--- config.mk ---
export PLATFORM = sky130hd
export DESIGN_NAME = mapper_ss_sequencer
export DESIGN_NICKNAME = d
export VERILOG_FILES = /design/src/rtl/mapper_ss_sequencer.sv
export SDC_FILE = /design/constraint.sdc
export NUM_CORES = 1
export LEC_CHECK = 0
export ABC_AREA = 1
export CAP_MARGIN = 25
export CORE_AREA = 8 8 132 134
export DETAILED_ROUTE_END_ITERATION = 8
export DIE_AREA = 0 0 140 142
export PLACE_DENSITY = 0.9
export SLEW_MARGIN = 5
export SYNTH_ARGS = -nofsm -noshare
export SYNTH_HDL_FRONTEND = slang
export SYNTH_SLANG_ARGS = --single-unit
--- constraint.sdc ---
create_clock -name clk -period 3.9 [get_ports clk]
set_input_delay 0.78 -clock clk [delete_from_list [all_inputs] [get_ports clk]]
set_output_delay 0.78 -clock clk [all_outputs]
set_load 0.005 [all_outputs]
--- src/rtl/mapper_ss_sequencer.sv ---
// mapper_ss_sequencer
// ---------------------------------------------------------------------------
// Savestate sequencer placed directly upstream of the mapper savestate
// registers. It drives the shared SaveStateBus and a word-addressed savestate
// memory.
//
//   Save : for each index idx in [SS_FIRST, SS_FIRST+SS_COUNT-1], present idx
//          on SaveStateBus_Adr, capture SaveStateBus_Dout and write it to
//          memory word (idx - SS_FIRST).
//   Load : pulse SaveStateBus_rst, then for each index read memory word
//          (idx - SS_FIRST), write it onto the bus with SaveStateBus_wren, and
//          finally hold SaveStateBus_load for LOAD_CYCLES cycles.
//
// Ports
//   clk, reset_n            clock, synchronous active-low reset
//   start_save, start_load  single-cycle requests (save wins if both)
//   busy, done              sequence in progress / one-cycle completion pulse
//   mem_req/we/addr/wdata   memory request, held until mem_ack
//   mem_rdata, mem_ack      memory read data and one-cycle acknowledge
//   SaveStateBus_Din/Adr/wren/rst/load  shared bus towards the mappers
//   SaveStateBus_Dout       ORed read data from the mappers (combinational on Adr)
//
// All outputs are registered.
// ---------------------------------------------------------------------------
module mapper_ss_sequencer #(
    parameter logic [9:0] SS_FIRST    = 10'd32,
    parameter int         SS_COUNT    = 32'd16,
    parameter int         LOAD_CYCLES = 32'd2
) (
    input  logic        clk,
    input  logic        reset_n,
    input  logic        start_save,
    input  logic        start_load,
    output logic        busy,
    output logic        done,
    output logic        mem_req,
    output logic        mem_we,
    output logic [9:0]  mem_addr,
    output logic [63:0] mem_wdata,
    input  logic [63:0] mem_rdata,
    input  logic        mem_ack,
    output logic [63:0] SaveStateBus_Din,
    output logic [9:0]  SaveStateBus_Adr,
    output logic        SaveStateBus_wren,
    output logic        SaveStateBus_rst,
    output logic        SaveStateBus_load,
    input  logic [63:0] SaveStateBus_Dout
);

    // Last index walked; the range never wraps past 1023.
    localparam logic [9:0] SS_LAST   = SS_FIRST + 10'(SS_COUNT - 32'd1);
    localparam logic [3:0] LOAD_INIT = 4'(LOAD_CYCLES);

    typedef enum logic [2:0] {
        IDLE    = 3'd0,
        S_ADR   = 3'd1,
        S_MEM   = 3'd2,
        L_RST   = 3'd3,
        L_MEM   = 3'd4,
        L_WR    = 3'd5,
        L_APPLY = 3'd6,
        FIN     = 3'd7
    } state_t;

    state_t      state_r;
    logic [9:0]  idx_r;
    logic [3:0]  cnt_r;
    logic        busy_r;
    logic        done_r;
    logic        mem_req_r;
    logic        mem_we_r;
    logic [9:0]  mem_addr_r;
    logic [63:0] mem_wdata_r;
    logic [63:0] din_r;
    logic [9:0]  adr_r;
    logic        wren_r;
    logic        rst_r;
    logic        load_r;

    // Sequencer FSM; every output is produced by this single registered block.
    always_ff @(posedge clk) begin
        if (!reset_n) begin
            state_r     <= IDLE;
            idx_r       <= SS_FIRST;
            cnt_r       <= 4'd0;
            busy_r      <= 1'b0;
            done_r      <= 1'b0;
            mem_req_r   <= 1'b0;
            mem_we_r    <= 1'b0;
            mem_addr_r  <= 10'd0;
            mem_wdata_r <= 64'd0;
            din_r       <= 64'd0;
            adr_r       <= SS_FIRST;
            wren_r      <= 1'b0;
            rst_r       <= 1'b0;
            load_r      <= 1'b0;
        end else begin
            // Single-cycle strobes fall back to 0 unless a state re-asserts them.
            done_r <= 1'b0;
            wren_r <= 1'b0;
            rst_r  <= 1'b0;
            case (state_r)
                IDLE: begin
                    if (start_save) begin
                        // Save has priority; a simultaneous start_load is dropped.
                        state_r <= S_ADR;
                        idx_r   <= SS_FIRST;
                        adr_r   <= SS_FIRST;
                        busy_r  <= 1'b1;
                    end else if (start_load) begin
                        state_r <= L_RST;
                        rst_r   <= 1'b1;
                        busy_r  <= 1'b1;
                    end else begin
                        state_r <= IDLE;
                    end
                end
                S_ADR: begin
                    // Adr has been stable for a full cycle, so Dout is settled.
                    mem_wdata_r <= SaveStateBus_Dout;
                    mem_req_r   <= 1'b1;
                    mem_we_r    <= 1'b1;
                    mem_addr_r  <= idx_r - SS_FIRST;
                    state_r     <= S_MEM;
                end
                S_MEM: begin
                    if (mem_ack) begin
                        mem_req_r <= 1'b0;
                        if (idx_r == SS_LAST) begin
                            state_r <= FIN;
                            done_r  <= 1'b1;
                            busy_r  <= 1'b0;
                        end else begin
                            idx_r   <= idx_r + 10'd1;
                            adr_r   <= idx_r + 10'd1;
                            state_r <= S_ADR;
                        end
                    end else begin
                        state_r <= S_MEM;
                    end
                end
                L_RST: begin
                    idx_r      <= SS_FIRST;
                    mem_req_r  <= 1'b1;
                    mem_we_r   <= 1'b0;
                    mem_addr_r <= 10'd0;
                    state_r    <= L_MEM;
                end
                L_MEM: begin
                    if (mem_ack) begin
                        mem_req_r <= 1'b0;
                        din_r     <= mem_rdata;
                        adr_r     <= idx_r;
                        wren_r    <= 1'b1;
                        state_r   <= L_WR;
                    end else begin
                        state_r <= L_MEM;
                    end
                end
                L_WR: begin
                    if (idx_r == SS_LAST) begin
                        load_r  <= 1'b1;
                        cnt_r   <= LOAD_INIT;
                        state_r <= L_APPLY;
                    end else begin
                        idx_r      <= idx_r + 10'd1;
                        mem_req_r  <= 1'b1;
                        mem_we_r   <= 1'b0;
                        mem_addr_r <= idx_r + 10'd1 - SS_FIRST;
                        state_r    <= L_MEM;
                    end
                end
                L_APPLY: begin
                    // load was raised on entry, so it stays high for LOAD_INIT cycles.
                    if (cnt_r == 4'd1) begin
                        load_r  <= 1'b0;
                        cnt_r   <= 4'd0;
                        done_r  <= 1'b1;
                        busy_r  <= 1'b0;
                        state_r <= FIN;
                    end else begin
                        cnt_r   <= cnt_r - 4'd1;
                        state_r <= L_APPLY;
                    end
                end
                FIN: begin
                    // Starts arriving while done is high are ignored.
                    state_r <= IDLE;
                end
                default: begin
                    state_r   <= IDLE;
                    busy_r    <= 1'b0;
                    mem_req_r <= 1'b0;
                    load_r    <= 1'b0;
                end
            endcase
        end
    end

    assign busy              = busy_r;
    assign done              = done_r;
    assign mem_req           = mem_req_r;
    assign mem_we            = mem_we_r;
    assign mem_addr          = mem_addr_r;
    assign mem_wdata         = mem_wdata_r;
    assign SaveStateBus_Din  = din_r;
    assign SaveStateBus_Adr  = adr_r;
    assign SaveStateBus_wren = wren_r;
    assign SaveStateBus_rst  = rst_r;
    assign SaveStateBus_load = load_r;

endmodule
# Yosys cells after proc, flatten, opt, wreduce, memory -nomap -nowiden
# Index checks and enable logic that the tools add are counted.
# classes
n_reduce_logical	19
mux	40
add_sub_neg	4
bitwise_logic	2
eq_ne	19
# op_table
op	n
$mux W10	7
$pmux W10 S3	2
$pmux W10 S4	1
$pmux W3 S8	1
$sub A10 B6 Y10 const B	2
$mux W1	16
$ne A2 B2 Y1 const B	8
$eq A3 B3 Y1 const B	4
$reduce_bool A3 Y1	4
$add A10 B1 Y10 const B	1
$eq A10 B6 Y1 const B	1
$reduce_and A5 Y1	2
$pmux W1 S3	3
$reduce_and A3 Y1	3
$mux W4	2
$pmux W4 S2	1
$reduce_and A2 Y1	4
$eq A3 B2 Y1 const B	2
$mux W2	3
$mux W3	2
$eq A4 B1 Y1 const B	1
$pmux W1 S2	2
$reduce_bool A4 Y1	1
$reduce_or A2 Y1	2
other kinds (8)	9
# totals
out_inout_bits	155
inputBits	133
word_cells	98
regBits	172

# Longest topological paths before layout
# logic_depth
ltp_word	4
depth_mapped	12
mapped_depth_nobuf	12

# Least setup slack after synthesis
# No wires, ideal clock.
# synth_path
path_type	input to register
startpoint	in mem_ack
endpoint	reg din_r[10], in the netlist SaveStateBus_Din[10]
stages	5
t_arrival_ns	1.769
n_path_buf	3
required_time_ns	3.830
setup_time_ns	0.070
path_slack_ns	2.061
path_cell_list	clkbuf_1 -> clkbuf_1 -> clkbuf_1 -> nand3_1 -> a21oi_1
# synth_between
elab_chain_len	1
# synth_rtl
item	line	text
start, declared	41	input logic mem_ack,
$reduce_and A2 Y1 (no line)	--	
end signal, assigned	152	din_r <= mem_rdata;
end, declared	74	logic [63:0] din_r;
# Every way passes these cells.
# A chain may end at the register's enable or synchronous reset.

# Final worst setup path
# layout_path
startpoint	reg state_r[0]
endpoint	reg idx_r[1]
# layout_between
elab_chain_len	3
word_cells_on_any_way	9
classes_between	5 x eq/ne; 1 x mux; 3 x reduce/logical
# layout_rtl
item	line	text
start, declared	65	state_t state_r;
start signal, assigned	83	state_r <= IDLE;
start signal, assigned	106	state_r <= S_ADR;
start signal, assigned	111	state_r <= L_RST;
$eq A3 B3 Y1 (tied with other cells)	102	case (state_r)
$reduce_bool A4 Y1 (no line) / $ne A2 B2 Y1 (equally long branches)	--	
$reduce_and A3 Y1 (no line)	--	
end signal, assigned	134	idx_r <= idx_r + 10'd1;
end signal, assigned	166	idx_r <= idx_r + 10'd1;
end, declared	66	logic [9:0] idx_r;
# Parallel ways exist; a longest one is shown, timed or not.

==> run_results.csv <==
group,metric,value,unit
route,num_vias,7308,
floorplan,io_pins,288,
floorplan,start_util,0.449,
floorplan,dieArea,0.0199,mm^2
global_routing,grt_pass1_wl,36200,um
synth,synth_cell_types,33,
synth,avgSynthCellArea,7.50,um^2
timing,finalMaxSlewViolations,0,
global_routing,grt-ovfl-total,0,
worst_hold_path,hp-class,"flop to flop",
synth,synth_warnings,0,
worst_setup_path,critical_path_class,"flop to flop",
synth,synth_top_cell_by_area,"dfxtp_1",
clock_tree,htreeDepth,4,
cells_and_area,syn_to_final_growth,51.0,%
clock_tree,cts_tree,"built",
worst_setup_path,worst-path-buf-inv,3,
run,drv_cap,0,
timing,layout_setup_ws,1.53,ns
worst_setup_path,crit_path_top_delay_cell,"dfxtp_1",
synth,synth_nets,1060,
worst_setup_path,cp.arrival,2.73,ns
clock_tree,cts.path.max_buffers,2,
route,viasPerCell,5.30,
global_routing,grt_max_degree,73,
floorplan,die_w,140,um
worst_setup_path,crit_path_frequent_cell,"nand2_1",
cells_and_area,final_cell_mix,"clkdlybuf4s50_1, nand2_1, dfxtp_1",
route,first_iter_violations,378,
cells_and_area,drive_above_1_share,0.0590,
timing,setup_tns,0,ns
worst_setup_path,cp_top_family,"simple AND/OR/NAND/NOR gates",
worst_setup_path,crit_path_cell_trace,"inv_1, nor2_4, nand2_1, inv_2, nor2_4, inv_2, nand2_1, nand3_2, nand2_2, nand2_1, a21oi_2",
status,outcome,"finished, final reports clean",
placed_design,place_ws,1.41,ns
synth,syn-cell-area,0.00692,mm^2
synth,synth_top_area_share,0.497,
worst_setup_path,end_kind,"flop",
power,power-per-cell-area,431,mW/mm^2
worst_setup_path,crit_path_start_kind,"flop",
floorplan,coreArea,0.0154,mm^2
timing,finalHoldViolCount,0,
clock_tree,cts_made_buffers,17,
timing,slew_headroom,0.547,
power,power_leakage,0.00368,uW
cells_and_area,n_antenna_cell,0,
global_routing,grt_antenna_before_repair,0,
clock_tree,ctsResizeCount,0,
synth,synth_area_leaders,"dfxtp_1, nand2_1, a21oi_1, nand3_1, clkbuf_1",
timing,rsz0062_at_grt,"false",
synth,ys_ff_latch,172,
worst_setup_path,cp.required,4.26,ns
placed_design,dpl.hpwl,16900,um
route,drcViolationCount,0,
route,wl_per_cell,16.8,um
clock_tree,cts_setup_buffers,0,
global_routing,grt_pass1_vias,7023,
timing,timing.final.crit_share,0.607,
placed_design,gp_congestion,0.901,
synth,ys_seq_area_frac,0.497,
timing,fin_skew,0.00994,ns
power,ir_drop,0.276,mV
floorplan,rows,46,
timing,tightest_slew,0.679,ns
cells_and_area,fillers,1240,
worst_setup_path,path_max_fanout,12,
route,first_pass_iters,6,
clock_tree,cts.sinks,172,
synth,syn_inst,923,
cells_and_area,final_nets,1310,
clock_tree,root_buffer,"clkbuf_16",
timing,clock.fmax,422,MHz
global_routing,track_usage,0.225,
placed_design,portBuffers,287,
clock_tree,hold_buffers,0,
clock_tree,path_clk_slew,0.07,ns
worst_setup_path,slowest_delay,0.36,ns
timing,period_minus_slack,2.37,ns
clock_tree,clk_latency,0.43,ns
timing,final-setup-viol-count,0,
route,totalWireLength,23100,um
floorplan,die_height,142,um
cells_and_area,layout_commonest_cell,"clkdlybuf4s50_1",
route,ant_nets,0,
## worst paths after layout
path            startpoint            end  slack, ns  cells past startpoint
max             state_r[0]       idx_r[1]       1.53                     11
min          mem_wdata[60]  mem_wdata[60]       0.46                      2
max reg2reg     state_r[0]       idx_r[1]       1.53                     11
min reg2reg  mem_wdata[60]  mem_wdata[60]       0.46                      2
## sequential cells by signal, indices dropped and copies added (netlist names)
name	count
busy	1
SaveStateBus_rst	1
mem_wdata	64
mem_req	1
SaveStateBus_load	1
SaveStateBus_Din	64
state_r	3
cnt_r	4
SaveStateBus_Adr	10
mem_addr	10
done	1
idx_r	10
SaveStateBus_wren	1
mem_we	1
## tightest hold or removal path, stage by stage (launching register included)
cell,delay [ns]
dfxtp_1,0.31
nand2_1,0.06
a21oi_1,0.05
## cell type report
class	count	area (um^2)	area share
Tap cell	192	240	0.0230
Clock inverter	14	135	0.0129
Inverter	39	154	0.0147
Multi-Input combinational cell	646	3070	0.294
Clock buffer	18	439	0.0420
Timing Repair Buffer	297	2970	0.284
Sequential cell	172	3440	0.329
## power breakdown
part | switching (uW) | internal [uW]
Clock | 733 | 907
Sequential | 67.5 | 1870
Combinational | 488 | 434
## stage by stage
| step | hold WS (ns) | area (um^2) | utilization | total power, uW | cells |
|---|---|---|---|---|---|
| floorplan | 0.456 | 6920 | - | 2430 | 923 |
| global placement | 0.446 | 9880 | 0.640 | 2880 | 1346 |
| detailed placement | 0.451 | 9880 | 0.640 | 2900 | 1346 |
| CTS | 0.462 | 10500 | 0.678 | 4540 | 1378 |
| global route | 0.474 | 10500 | 0.678 | 4710 | 1378 |
| finish | 0.459 | 10500 | 0.678 | 4500 | 1378 |
## cell usage after synthesis
| cell | count |
|---|---|
| nand4_1 | 7 |
| inv_2 | 8 |
| nor2_4 | 3 |
| buf_2 | 6 |
| o21ai_0 | 17 |
| clkbuf_1 | 46 |
| buf_6 | 1 |
| nor2_8 | 1 |
| o211ai_1 | 3 |
| nand2_2 | 2 |
| o2111ai_1 | 1 |
| o21ai_1 | 1 |
| xnor2_1 | 1 |
| a21oi_1 | 164 |
| nor3_1 | 5 |
| inv_4 | 2 |
| buf_4 | 1 |
| o22ai_1 | 9 |
| a21oi_2 | 4 |
| nand3_2 | 1 |
| nand2_4 | 1 |
| buf_1 | 12 |
| inv_1 | 29 |
| dfxtp_1 | 172 |
| ha_1 | 4 |
| a31oi_1 | 1 |
| nand3_1 | 161 |
| nand2_1 | 225 |
| nand3b_1 | 2 |
| nor2_2 | 1 |
| nor2_1 | 29 |
| or2_4 | 1 |
| xor2_1 | 2 |
## per-layer routing
metal / part of all wire / wire, um / up-vias / GRT usage
met5: 0 / 0 / - / 0
met4: 0.026 / 598 / 0 / 0.0851
li1: - / - / 3603 / -
met2: 0.46 / 10600 / 326 / 0.362
met3: 0.12 / 2740 / 38 / 0.109
met1: 0.40 / 9210 / 3341 / 0.254
## kinds of logic after synthesis
logic type      synth area share
compound gates             0.150
xor+xnor                 0.00380
fa+ha+maj                0.00723
buf+inv                   0.0604
flops                      0.497
simple gates               0.281
Power figures use the tool's default switching activity.
